`config.mk`:
```
export PLATFORM = sky130hd
export DESIGN_NAME = player_ctrl
export DESIGN_NICKNAME = d
export VERILOG_FILES = /design/src/rtl/player_ctrl_pkg.sv /design/src/rtl/player_ctrl_frame_tick.sv /design/src/rtl/player_ctrl.sv
export SDC_FILE = /design/constraint.sdc
export NUM_CORES = 1
export LEC_CHECK = 0
export CORE_MARGIN = 2
export CORE_UTILIZATION = 35
export CTS_BUF_LIST = sky130_fd_sc_hd__clkbuf_2 sky130_fd_sc_hd__clkbuf_4 sky130_fd_sc_hd__clkbuf_8
export DETAILED_ROUTE_END_ITERATION = 7
export GPL_TIMING_DRIVEN = 0
export PLACE_DENSITY_LB_ADDON = 0.3
export SYNTH_ARGS = -nofsm -noshare
export SYNTH_HDL_FRONTEND = slang
export SYNTH_SLANG_ARGS = --single-unit
```
`constraint.sdc`:
```
create_clock -name clk -period 2.9 [get_ports clk]
set_clock_uncertainty 0.1 [all_clocks]
set_input_delay 0.725 -clock clk [delete_from_list [all_inputs] [get_ports clk]]
set_output_delay 0.725 -clock clk [all_outputs]
set_load 0.01 [all_outputs]
```
`src/rtl/player_ctrl_pkg.sv`:
```
// Shared definitions for the player sprite: motion-state encoding, screen geometry
// and default motion constants used by player_ctrl and the sprite drawing logic.
package player_ctrl_pkg;

   typedef enum logic [1:0] {
      ST_IDLE = 2'd0,
      ST_WALK = 2'd1,
      ST_JUMP = 2'd2,
      ST_FALL = 2'd3
   } motion_state_e;

   localparam int XRES           = 640;
   localparam int YRES           = 480;
   localparam int PLAYER_WIDTH   = 40;

   localparam int WALK_SPEED_DEF = 2;
   localparam int JUMP_V0_DEF    = 12;
   localparam int GRAVITY_DEF    = 1;
   localparam int VMAX_FALL_DEF  = 8;
   localparam int X_MAX_DEF      = 600;
   localparam int Y_MAX_DEF      = 400;

   // Ground-level state a player settles into when not starting a jump.
   function automatic motion_state_e ground_state(input logic left, input logic right);
      return (left ^ right) ? ST_WALK : ST_IDLE;
   endfunction

endpackage

```
`src/rtl/player_ctrl_frame_tick.sv`:
```
// Frame tick generator: one-cycle strobe on the rising edge of vsync_in.
module frame_tick (
   input  logic clk,
   input  logic rst,
   input  logic vsync_in,
   output logic tick
);

   logic vsync_q;
   logic vsync_d;

   always_comb begin
      vsync_d = vsync_in;
   end

   always_ff @(posedge clk or negedge rst) begin
      if (!rst) begin
         vsync_q <= 1'b0;
      end else begin
         vsync_q <= vsync_d;
      end
   end

   assign tick = vsync_in & ~vsync_q;

endmodule

```
`src/rtl/player_ctrl.sv`:
```
// Player motion controller: walking, jumping and falling updated once per frame,
// plus power-up size tracking. Defining PLAYER_RUN_EN adds a btn_run input that doubles the walk step.
module player_ctrl
   import player_ctrl_pkg::*;
#(
   parameter int WALK_SPEED = WALK_SPEED_DEF,
   parameter int JUMP_V0    = JUMP_V0_DEF,
   parameter int GRAVITY    = GRAVITY_DEF,
   parameter int VMAX_FALL  = VMAX_FALL_DEF,
   parameter int X_MAX      = X_MAX_DEF,
   parameter int Y_MAX      = Y_MAX_DEF
) (
   input  logic       clk,
   input  logic       rst,
   input  logic       vsync_in,
   input  logic       btn_left,
   input  logic       btn_right,
   input  logic       btn_jump,
`ifdef PLAYER_RUN_EN
   input  logic       btn_run,
`endif
   input  logic       grow,
   input  logic       hit,
   output logic [9:0] xpos,
   output logic [8:0] ypos,
   output logic       direction,
   output logic       size,
   output logic [1:0] state
);

   logic          tick;
   logic [9:0]    xpos_q, xpos_d;
   logic [8:0]    ypos_q, ypos_d;
   logic          dir_q, dir_d;
   logic          size_q, size_d;
   motion_state_e state_q, state_d;
   logic [4:0]    vy_q, vy_d;
   logic [4:0]    vf_q, vf_d;

   logic [10:0]   step;
   logic [10:0]   xsum;
   logic [9:0]    ysum;
   logic [5:0]    vf_sum;
   logic [4:0]    vf_new;
   logic [4:0]    vy_next;

   frame_tick u_frame_tick (
      .clk      (clk),
      .rst      (rst),
      .vsync_in (vsync_in),
      .tick     (tick)
   );

`ifdef PLAYER_RUN_EN
   assign step = btn_run ? 11'(2 * WALK_SPEED) : 11'(WALK_SPEED);
`else
   assign step = 11'(WALK_SPEED);
`endif

   always_comb begin
      xpos_d  = xpos_q;
      ypos_d  = ypos_q;
      dir_d   = dir_q;
      size_d  = size_q;
      state_d = state_q;
      vy_d    = vy_q;
      vf_d    = vf_q;
      xsum    = {1'b0, xpos_q} + step;
      ysum    = {1'b0, ypos_q} + {5'd0, vy_q};
      vf_sum  = {1'b0, vf_q} + 6'(GRAVITY);
      vf_new  = (vf_sum > 6'(VMAX_FALL)) ? 5'(VMAX_FALL) : vf_sum[4:0];
      vy_next = (vy_q > 5'(GRAVITY)) ? (vy_q - 5'(GRAVITY)) : 5'd0;

      if (tick) begin
         if (btn_left && !btn_right) begin
            dir_d  = 1'b1;
            xpos_d = ({1'b0, xpos_q} < step) ? 10'd0 : (xpos_q - step[9:0]);
         end else if (btn_right && !btn_left) begin
            dir_d  = 1'b0;
            xpos_d = (xsum > 11'(X_MAX)) ? 10'(X_MAX) : xsum[9:0];
         end

         case (state_q)
            ST_IDLE, ST_WALK: begin
               if (btn_jump) begin
                  state_d = ST_JUMP;
                  vy_d    = 5'(JUMP_V0);
               end else begin
                  state_d = ground_state(btn_left, btn_right);
               end
            end
            ST_JUMP: begin
               ypos_d = (ysum > 10'(Y_MAX)) ? 9'(Y_MAX) : ysum[8:0];
               vy_d   = vy_next;
               if (vy_next == 5'd0) begin
                  state_d = ST_FALL;
                  vf_d    = 5'd0;
               end
            end
            ST_FALL: begin
               vf_d = vf_new;
               // Landing tick never starts a jump even with btn_jump held.
               if (ypos_q <= {4'd0, vf_new}) begin
                  ypos_d  = 9'd0;
                  state_d = ground_state(btn_left, btn_right);
               end else begin
                  ypos_d = ypos_q - {4'd0, vf_new};
               end
            end
            default: state_d = ST_IDLE;
         endcase
      end

      if (hit) begin
         size_d = 1'b0;
      end else if (grow) begin
         size_d = 1'b1;
      end
   end

   always_ff @(posedge clk or negedge rst) begin
      if (!rst) begin
         xpos_q  <= 10'd0;
         ypos_q  <= 9'd0;
         dir_q   <= 1'b0;
         size_q  <= 1'b0;
         state_q <= ST_IDLE;
         vy_q    <= 5'd0;
         vf_q    <= 5'd0;
      end else begin
         xpos_q  <= xpos_d;
         ypos_q  <= ypos_d;
         dir_q   <= dir_d;
         size_q  <= size_d;
         state_q <= state_d;
         vy_q    <= vy_d;
         vf_q    <= vf_d;
      end
   end

   assign xpos      = xpos_q;
   assign ypos      = ypos_q;
   assign direction = dir_q;
   assign size      = size_q;
   assign state     = state_q;

endmodule

```
==> run_results.csv, run 1 <==
group,metric,value,unit
clocking,clk_root_buffer_cell,"clkbuf_8",
synth,yosysUniqueCellTypes,59,
synth,synth_area_per_cell,8.04,um^2
power_and_ir_drop,p_leak,1.31,nW
synth,ys_seq_area_frac,0.298,
floorplan,die_h,93.0,um
synth,syn_area,2770,um^2
global_routing,grt.total_usage,0.180,
synth,ys_async_sr_fraction,1.00,
setup_path,critPathCaptureType,"flop",
setup_path,cpMostUsedCell,"o21a_1",
timing,finalMaxSlewViolations,0,
timing,min_period,3.09,ns
timing,worst_pin_slew,1.40,ns
hold_path,hold_path.class,"reg2reg",
timing,rsz0062_at_grt,"true",
floorplan,start_util,0.361,
setup_path,r2r_cells,12,
synth,synthMostInstantiatedCell,"dfrtp_1",
timing,worst_slack,-0.195,ns
power_and_ir_drop,pwr-share-seq,0.242,
timing,hold_violations,0,
final_layout,final_area,3520,um^2
floorplan,die-area,8650,um^2
flow_run,cap_violations,0,
synth,synth_edf_count,0,
power_and_ir_drop,combinationalPowerShare,0.657,
power_and_ir_drop,ir_drop,0.652,mV
setup_path,timing.rr.end,"ypos[7]",
floorplan,coreArea,7690,um^2
setup_path,startpoint_type,"flop",
clocking,clk_pin_slew_worst_paths,0.08,ns
detailed_routing,via_per_inst,5.84,
hold_path,holdCritStartpoint,"direction",
global_routing,grt_pass1_wl,12.8,mm
setup_path,crit_arrival,3.18,ns
clocking,cts_buffers,5,
placement,io_buffers,29,
setup_path,cp.required,2.99,ns
timing,whs,0.383,ns
clocking,cts_tree,"done",
placement,placed_cells,476,
floorplan,die_w,93.0,um
power_and_ir_drop,switchingPower,1.69,mW
detailed_routing,dr.pass1.iters,5,
detailed_routing,ant_nets,0,
synth,synth_fp_nets,372,
status,violations,"setup timing",
clocking,htreeDepth,2,
setup_path,path_cells,"ha_4, nor4bb_2, o21a_1, nand2_1, ha_1, o21a_1, o31a_1, o31ai_4, buf_4, a21oi_4, a21o_1, a22o_1",
synth,synth-seq-cells,33,
final_layout,num-nets-final,417,
setup_path,critPathMaxStageDelay,0.46,ns
hold_path,hold-path-endpoint,"direction",
setup_path,cp_slowest_cell,"dfrtp_2",
timing,layout_worst_path_cycle_share,1.07,
detailed_routing,drcViolationCount,0,
final_layout,n_antenna_cell,0,
global_routing,grt_start_max_net_pins,34,
synth,synth_cells,345,
placement,post-dp-hpwl,5.23,mm
final_layout,final_cells,493,
power_and_ir_drop,p_int,1.84,mW
final_layout,syn2layout_area_growth,27.0,%
setup_path,critPathTopFamily,"compound AO/OA/AOI/OAI gates",
setup_path,r2r-start,"vf_q[0]",
setup_path,path_max_fanout,6,
placement,gp_congestion,0.883,
global_routing,antenna_found_initial,0,
global_routing,grt_pass1_vias,2775,
hold_path,hold-path-cell-count,2,
clocking,worstSkewPairLatency,0.29,ns
synth,yosysTopAreaCell,"dfrtp_1",
final_layout,fill_cells,774,
final_layout,drive_above_1_share,0.143,
setup_path,cp_num_buf_inv,1,
synth,yosys-top-cells-area,"dfrtp_1 (30%), ha_1 (7.7%), o21ai_0 (5.2%)",
synth,synthTopCellsByCount,"dfrtp_1 (33), o21ai_0 (29), nand2_1 (27)",
clocking,clock-sinks,33,
detailed_routing,vias,2878,
clocking,clockBufferDepth,2,
synth,yosys_most_used_dff,"dfrtp_1",
timing,max_freq,323,MHz
global_routing,overflow,0,
timing,setup_viol,11,
status,status,"complete, but fails checks",
setup_path,timing_worst_setup_path_type,"reg2reg",
placement,place_area,3230,um^2
power_and_ir_drop,p_total,3.52,mW
detailed_routing,drt_wl_total,7.39,mm
detailed_routing,routedWlPerCell,15.0,um
power_and_ir_drop,clockPowerShare,0.101,
synth,synth_top_cell_area_share,0.298,
detailed_routing,drt_iter0_markers,221,
synth,ys_warn_count,0,
power_and_ir_drop,p_per_area,1000,nW/um^2
floorplan,io_pins,31,
timing,slew_headroom,0.0566,
setup_path,reg2reg_slack,-0.19,ns
power_and_ir_drop,swShare,0.479,
floorplan,std_cell_rows,32,
==> worst register-to-register path, delay by kind of cell (launching register included) <==
kind | cells | cell delay, ns
AND/OR/NAND/NOR | 2 | 0.41
adder cells (fa/ha/maj) | 2 | 0.56
flip-flops | 1 | 0.46
buffers and inverters | 1 | 0.17
AO/OA/AOI/OAI | 7 | 1.29
==> metal layers <==
layer  part of all wire  global-route usage  vias up  routed length, um
li1                   -                   -     1388                  -
met1               0.44               0.237     1370               3230
met2               0.49               0.300      106               3610
met3              0.061              0.0282       14                450
met4              0.013              0.0662        0                 95
met5                  0                   0        -                  0
==> area by class of cell <==
class	instances	area, um^2	share of cell area
multi-input combinational	277	1990	0.564
clock inverter	2	10.0	0.00284
inverter	21	78.8	0.0224
tap	102	128	0.0362
sequential	33	828	0.235
buffer	15	68.8	0.0195
timing repair buffer	37	345	0.0981
clock buffer	6	76.3	0.0217
==> power by group through the flow <==
stage | Clock, mW | Sequential [mW] | Combinational, mW
after floorplan | 0 | 0.860 | 1.34
after global routing | 0.382 | 0.886 | 2.56
final | 0.356 | 0.851 | 2.31
after CTS | 0.367 | 0.848 | 2.21
after detailed placement | 0 | 0.856 | 1.97
after global placement | 0 | 0.850 | 1.95
==> worst max path at each step <==
stage / from / to / slack (ns) / cells past startpoint
finish: vf_q[0] / ypos[7] / -0.19 / 12
global route: vf_q[0] / ypos[4] / -0.37 / 11
CTS: vf_q[0] / ypos[4] / -0.10 / 12
detailed placement: vf_q[0] / ypos[7] / -0.31 / 13
global placement: vf_q[0] / ypos[8] / -0.25 / 13
floorplan: vf_q[0] / ypos[7] / 0.001 / 12
==> logic make-up (layout without fill, tap and decap cells) <==
group	count (synthesis)	in the layout	share of synthesized area
compound gates	123	124	0.296
xor+xnor	10	10	0.0316
fa+ha+maj	19	19	0.0912
buf+inv	36	81	0.0532
flops	33	33	0.298
mux	1	1	0.00361
other cells	2	2	0.00271
simple gates	121	121	0.223
==> repair_timing <==
| action | 4_1_cts | 5_1_grt |
|---|---|---|
| hold buffers | 0 | 0 |
| endpoints found under the setup margin | 11 | 11 |
| setup buffers | 6 | 2 |
| gates resized for setup | 25 | 8 |
| cloned | 1 | 0 |
| pin swaps | 10 | 7 |
==> flip-flops by register name (all words and copies together) (netlist names) <==
register,flops
vy_q,5
ypos,9
vf_q,5
xpos,9
u_frame_tick.vsync_q,1
size,1
direction,1
state,2
==> per-stage QoR <==
stage           util  setup slack [ns]  setup TNS (ns)
2_1_floorplan      -           0.00120               0
3_3_place_gp   0.421            -0.251           -2.03
3_5_place_dp   0.421            -0.312           -2.64
4_1_cts        0.451            -0.100          -0.416
5_1_grt        0.458            -0.371           -3.49
6_report       0.458            -0.195           -1.41
==> placed cells by master, fill, tap and decap left out, types with 4 or more instances in the layout <==
cell	count
a211oi_1	5
xnor2_1	7
ha_1	13
o22ai_1	6
o21ai_0	23
o211ai_1	7
a21oi_1	22
buf_4	9
clkbuf_8	5
nand3_1	12
o21ai_1	7
a31oi_1	5
nor4_1	4
o311ai_0	5
and2_1	5
nand2_1	26
nor3_1	14
clkbuf_1	12
dfrtp_1	31
a21o_1	5
nand4_1	7
or3_1	6
clkdlybuf4s50_1	28
nor2_1	23
nand2b_1	6
inv_1	19
No activity file was read; power rests on OpenSTA's default activity.
==> inputs of run 2 (changes only) <==
- CORE_UTILIZATION: 35 -> 48
==> run 2 against run 1 <==
- the flow still finishes with violations (setup timing)
- register-to-register slack worse by 0.05 ns
- design area down 0.89%
- worst hold slack gained 0.0058 ns
- critical path type unchanged
- critical endpoint unchanged
- die area decreased by 26%
- count of clock-buffer cells in the layout grew 2
==> run_results.csv, run 2 (synthesis results as in run 1) <==
group,metric,value,unit
floorplan,die_h,80,um
clocking,clock-sinks,33,
global_routing,grt_start_max_net_pins,34,
clocking,cts_buffers,5,
setup_path,path_max_fanout,6,
final_layout,syn2layout_area_growth,25.9,%
flow_run,cap_violations,0,
floorplan,coreArea,5540,um^2
timing,worst_pin_slew,1.25,ns
hold_path,hold_path.class,"reg2reg",
timing,rsz0062_at_grt,"true",
final_layout,most-common-layout-cells,"dfrtp_1 (31), clkdlybuf4s50_1 (28), nand2_1 (25)",
clocking,clk_root_buffer_cell,"clkbuf_8",
global_routing,overflow,0,
timing,whs,0.389,ns
floorplan,start_util,0.500,
placement,gp_congestion,0.896,
final_layout,fill_cells,491,
global_routing,grt_pass1_wl,12.5,mm
floorplan,die-area,6400,um^2
global_routing,grt.total_usage,0.246,
setup_path,crit_arrival,3.23,ns
global_routing,antenna_found_initial,0,
final_layout,final_cells,464,
placement,placed_cells,446,
setup_path,timing_worst_setup_path_type,"reg2reg",
setup_path,reg2reg_slack,-0.25,ns
status,violations,"setup timing",
timing,hold_violations,0,
detailed_routing,drt_iter0_markers,249,
placement,io_buffers,29,
clocking,cts_tree,"done",
timing,max_freq,318,MHz
power_and_ir_drop,ir_drop,0.551,mV
clocking,clk_pin_slew_worst_paths,0.07,ns
detailed_routing,vias,2903,
timing,finalMaxSlewViolations,0,
setup_path,critPathCaptureType,"flop",
detailed_routing,dr.pass1.iters,6,
power_and_ir_drop,p_total,3.60,mW
floorplan,io_pins,31,
detailed_routing,via_per_inst,6.26,
timing,layout_worst_path_cycle_share,1.09,
detailed_routing,ant_nets,0,
placement,post-dp-hpwl,5.22,mm
status,status,"complete, but fails checks",
setup_path,startpoint_type,"flop",
floorplan,std_cell_rows,27,
final_layout,num-nets-final,418,
clocking,cts_hold_buf,0,
final_layout,n_antenna_cell,0,
final_layout,final_common_cell,"dfrtp_1",
detailed_routing,routedWlPerCell,16.2,um
detailed_routing,drcViolationCount,0,
timing,slew_headroom,0.159,
timing,min_period,3.15,ns
floorplan,die_w,80,um
power_and_ir_drop,p_per_area,1030,nW/um^2
global_routing,grt_pass1_vias,2608,
power_and_ir_drop,p_leak,1.33,nW
setup_path,cp.required,2.99,ns
timing,worst_slack,-0.247,ns
timing,setup_viol,11,
clocking,clockBufferDepth,2,
clocking,worstSkewPairLatency,0.30,ns
final_layout,drive_above_1_share,0.148,
clocking,htreeDepth,2,
detailed_routing,drt_wl_total,7.50,mm
run 2: area by class of cell:
type,count,area [um^2],share of cell area
sequential,33,828,0.237
clock buffer,8,91.3,0.0262
buffer,15,68.8,0.0197
tap,72,90.1,0.0258
timing repair buffer,38,353,0.101
inverter,21,78.8,0.0226
multi-input combinational,277,1980,0.567
run 2: routing by layer:
layer / GRT usage / share of wire / vias to the layer above
li1: - / - / 1387
met1: 0.347 / 0.46 / 1363
met2: 0.382 / 0.45 / 138
met3: 0.0407 / 0.076 / 15
met4: 0.0831 / 0.014 / 0
met5: 0 / 0 / -
run 2: critical path: stages (launching register included):
cell	delay (ns)
dfrtp_2	0.45
ha_4	0.21
inv_2	0.04
a21boi_2	0.12
o22ai_2	0.10
a32oi_2	0.26
nand2b_4	0.19
ha_1	0.23
nor2b_4	0.13
o31a_1	0.30
o31ai_4	0.32
a21oi_2	0.17
a21o_1	0.25
a22o_1	0.17
run 2: worst paths after layout:
path / from / to / cells past startpoint
max: vf_q[1] / ypos[7] / 13
min: direction / direction / 2
max reg2reg: vf_q[1] / ypos[7] / 13
min reg2reg: direction / direction / 2
max in group asynchronous: rst / vf_q[0] / 1
min in group asynchronous: rst / ypos[1] / 1
run 2: what timing repair did:
| action | CTS | global route |
|---|---|---|
| gates resized for setup | 19 | 17 |
| endpoints found under the hold margin | 0 | 0 |
| buffers inserted | 6 | 3 |
| pin swaps | 13 | 13 |
| gates cloned | 0 | 1 |
| setup endpoints to repair | 11 | 11 |
run 2: through the flow:
stage	cell area [um^2]	setup WS, ns	setup TNS, ns	utilization
global route	3490	-0.340	-2.82	0.630
global placement	3200	-0.212	-1.69	0.578
floorplan	2820	0.00120	0	-
CTS	3390	-0.141	-0.885	0.613
detailed placement	3200	-0.280	-2.48	0.577
finish	3490	-0.247	-1.50	0.630
run 2: report_power, final:
part	total, mW	internal, mW	switching (mW)
combinational	2.36	1.06	1.30
sequential	0.856	0.614	0.241
clock	0.382	0.199	0.183
==> inputs of run 3 (changes only) <==
- CORE_ASPECT_RATIO: default -> 1.4
==> run 3 against run 2 <==
- the flow still finishes with violations (setup timing)
- non-clock buffer count up 1
- global-route usage up 0.28 points
- worst hold slack worse by 0.012 ns
- register-to-register slack better by 0.04 ns
- clock power down 8.6%
- via count down 1.9%
- fmax up 1.2%
- worst setup slack better by 0.038 ns
- critical path type unchanged
- largest power group unchanged
- highest routed layer unchanged
==> run_results.csv, run 3 (synthesis results as in run 1) <==
group,metric,value,unit
status,status,"complete, but fails checks",
status,violations,"setup timing",
flow_run,cap_violations,0,
final_layout,syn2layout_area_growth,26.3,%
floorplan,die-area,6410,um^2
final_layout,n_antenna_cell,0,
detailed_routing,dr.pass1.iters,4,
detailed_routing,drt_iter0_markers,188,
floorplan,io_pins,31,
setup_path,crit_arrival,3.22,ns
setup_path,timing_worst_setup_path_type,"reg2reg",
setup_path,critPathMaxStageDelay,0.47,ns
floorplan,std_cell_rows,32,
clocking,cts_hold_buf,0,
final_layout,final_util,0.634,
setup_path,cp.required,3.01,ns
global_routing,grt_pass1_wl,12.1,mm
timing,hold_violations,0,
global_routing,grt.total_usage,0.249,
placement,place_area,3190,um^2
timing,layout_worst_path_cycle_share,1.07,
final_layout,final_cells,460,
detailed_routing,drt_wl_total,7.59,mm
detailed_routing,vias,2847,
power_and_ir_drop,p_leak,1.33,nW
global_routing,gr-usage-met3,0.0372,
timing,min_period,3.11,ns
power_and_ir_drop,p_total,3.66,mW
placement,pre_cts_ws,-0.332,ns
placement,io_buffers,29,
detailed_routing,via_per_inst,6.19,
floorplan,die_h,93.9,um
timing,whs,0.377,ns
timing,rsz0062_at_grt,"true",
setup_path,critPathTopFamily,"compound AO/OA/AOI/OAI gates",
global_routing,met1_usage,0.277,
clocking,cts_buffers,5,
setup_path,path_max_fanout,6,
global_routing,antenna_found_initial,0,
timing,slew_headroom,0.164,
placement,gp_congestion,0.911,
setup_path,path_cells,"ha_4, nor4bb_1, o21a_1, nand2_1, ha_4, o21a_1, o31a_1, o31ai_4, buf_4, a21oi_2, nand4_1, o211ai_1",
detailed_routing,drcViolationCount,0,
clocking,worstSkewPairLatency,0.30,ns
clocking,clockBufferDepth,2,
power_and_ir_drop,p_per_area,1040,nW/um^2
clocking,htreeDepth,2,
setup_path,cp_num_buf_inv,1,
final_layout,final_common_cell,"dfrtp_1",
timing,worst_slack,-0.208,ns
placement,placed_cells,442,
clocking,clk_pin_slew_worst_paths,0.08,ns
detailed_routing,ant_nets,0,
clocking,clock-sinks,33,
global_routing,grt_pass1_vias,2624,
setup_path,critPathCaptureType,"flop",
final_layout,most-common-layout-cells,"dfrtp_1 (31), clkdlybuf4s50_1 (28), nand2_1 (26)",
global_routing,grtUsageMet2,0.432,
clocking,clk_root_buffer_cell,"clkbuf_8",
timing,worst_pin_slew,1.24,ns
power_and_ir_drop,ir_drop,0.627,mV
timing,setup_viol,11,
floorplan,die_w,68.2,um
timing,max_freq,322,MHz
global_routing,overflow,0,
placement,post-dp-hpwl,5.29,mm
timing,finalMaxSlewViolations,0,
clocking,cts_tree,"done",
timing,finalSetupTns,-1.67,ns
floorplan,start_util,0.502,
setup_path,cp_slowest_cell,"dfrtp_2",
hold_path,hold_path.class,"reg2reg",
setup_path,startpoint_type,"flop",
final_layout,drive_above_1_share,0.153,
floorplan,coreArea,5530,um^2
final_layout,fill_cells,488,
global_routing,top_usage_layer,"met2",
final_layout,final_area,3500,um^2
detailed_routing,routedWlPerCell,16.5,um
global_routing,grt_start_max_net_pins,34,
final_layout,num-nets-final,419,
run 3: final cells by class:
| cell class | instances | area, um^2 | share of cell area |
|---|---|---|---|
| Buffer | 15 | 68.8 | 0.0196 |
| Inverter | 21 | 78.8 | 0.0225 |
| Clock inverter | 1 | 5.00 | 0.00143 |
| Timing Repair Buffer | 39 | 360 | 0.103 |
| Multi-Input combinational cell | 277 | 2000 | 0.571 |
| Sequential cell | 33 | 828 | 0.237 |
| Tap cell | 68 | 85.1 | 0.0243 |
| Clock buffer | 6 | 76.3 | 0.0218 |
run 3: worst paths after layout:
check	startpoint	to	slack (ns)	depth (start not counted)
worst min register to register	direction	direction	0.38	2
worst max register to register	vf_q[1]	ypos[8]	-0.21	12
worst max-delay path	vf_q[1]	ypos[8]	-0.21	12
worst min-delay path	direction	direction	0.38	2
min in group asynchronous	rst	ypos[7]	0.39	1
max in group asynchronous	rst	vf_q[0]	1.77	1
run 3: per-layer routing:
| layer | part of all wire | wire length (um) |
|---|---|---|
| met1 | 0.40 | 3020 |
| met2 | 0.53 | 4000 |
| met3 | 0.031 | 234 |
| met4 | 0.044 | 334 |
| met5 | 0 | 0 |
run 3: repair_timing:
action / in CTS / in global routing
pin swaps: 13 / 7
gates cloned: 1 / 0
hold endpoints to repair: 0 / 0
buffers inserted: 9 / 1
resized for setup: 19 / 18
endpoints found under the setup margin: 11 / 11
run 3: worst reg2reg max path, cell delays in order (launching register included):
cell	delay [ns]
dfrtp_2	0.47
ha_4	0.21
nor4bb_1	0.30
o21a_1	0.21
nand2_1	0.12
ha_4	0.31
o21a_1	0.15
o31a_1	0.24
o31ai_4	0.09
buf_4	0.15
a21oi_2	0.35
nand4_1	0.15
o211ai_1	0.16
run 3: report_power, final:
group	total (mW)	internal, mW	switching [mW]
sequential	0.856	0.615	0.241
clock	0.349	0.173	0.176
combinational	2.45	1.13	1.32
total	3.66	1.91	1.74
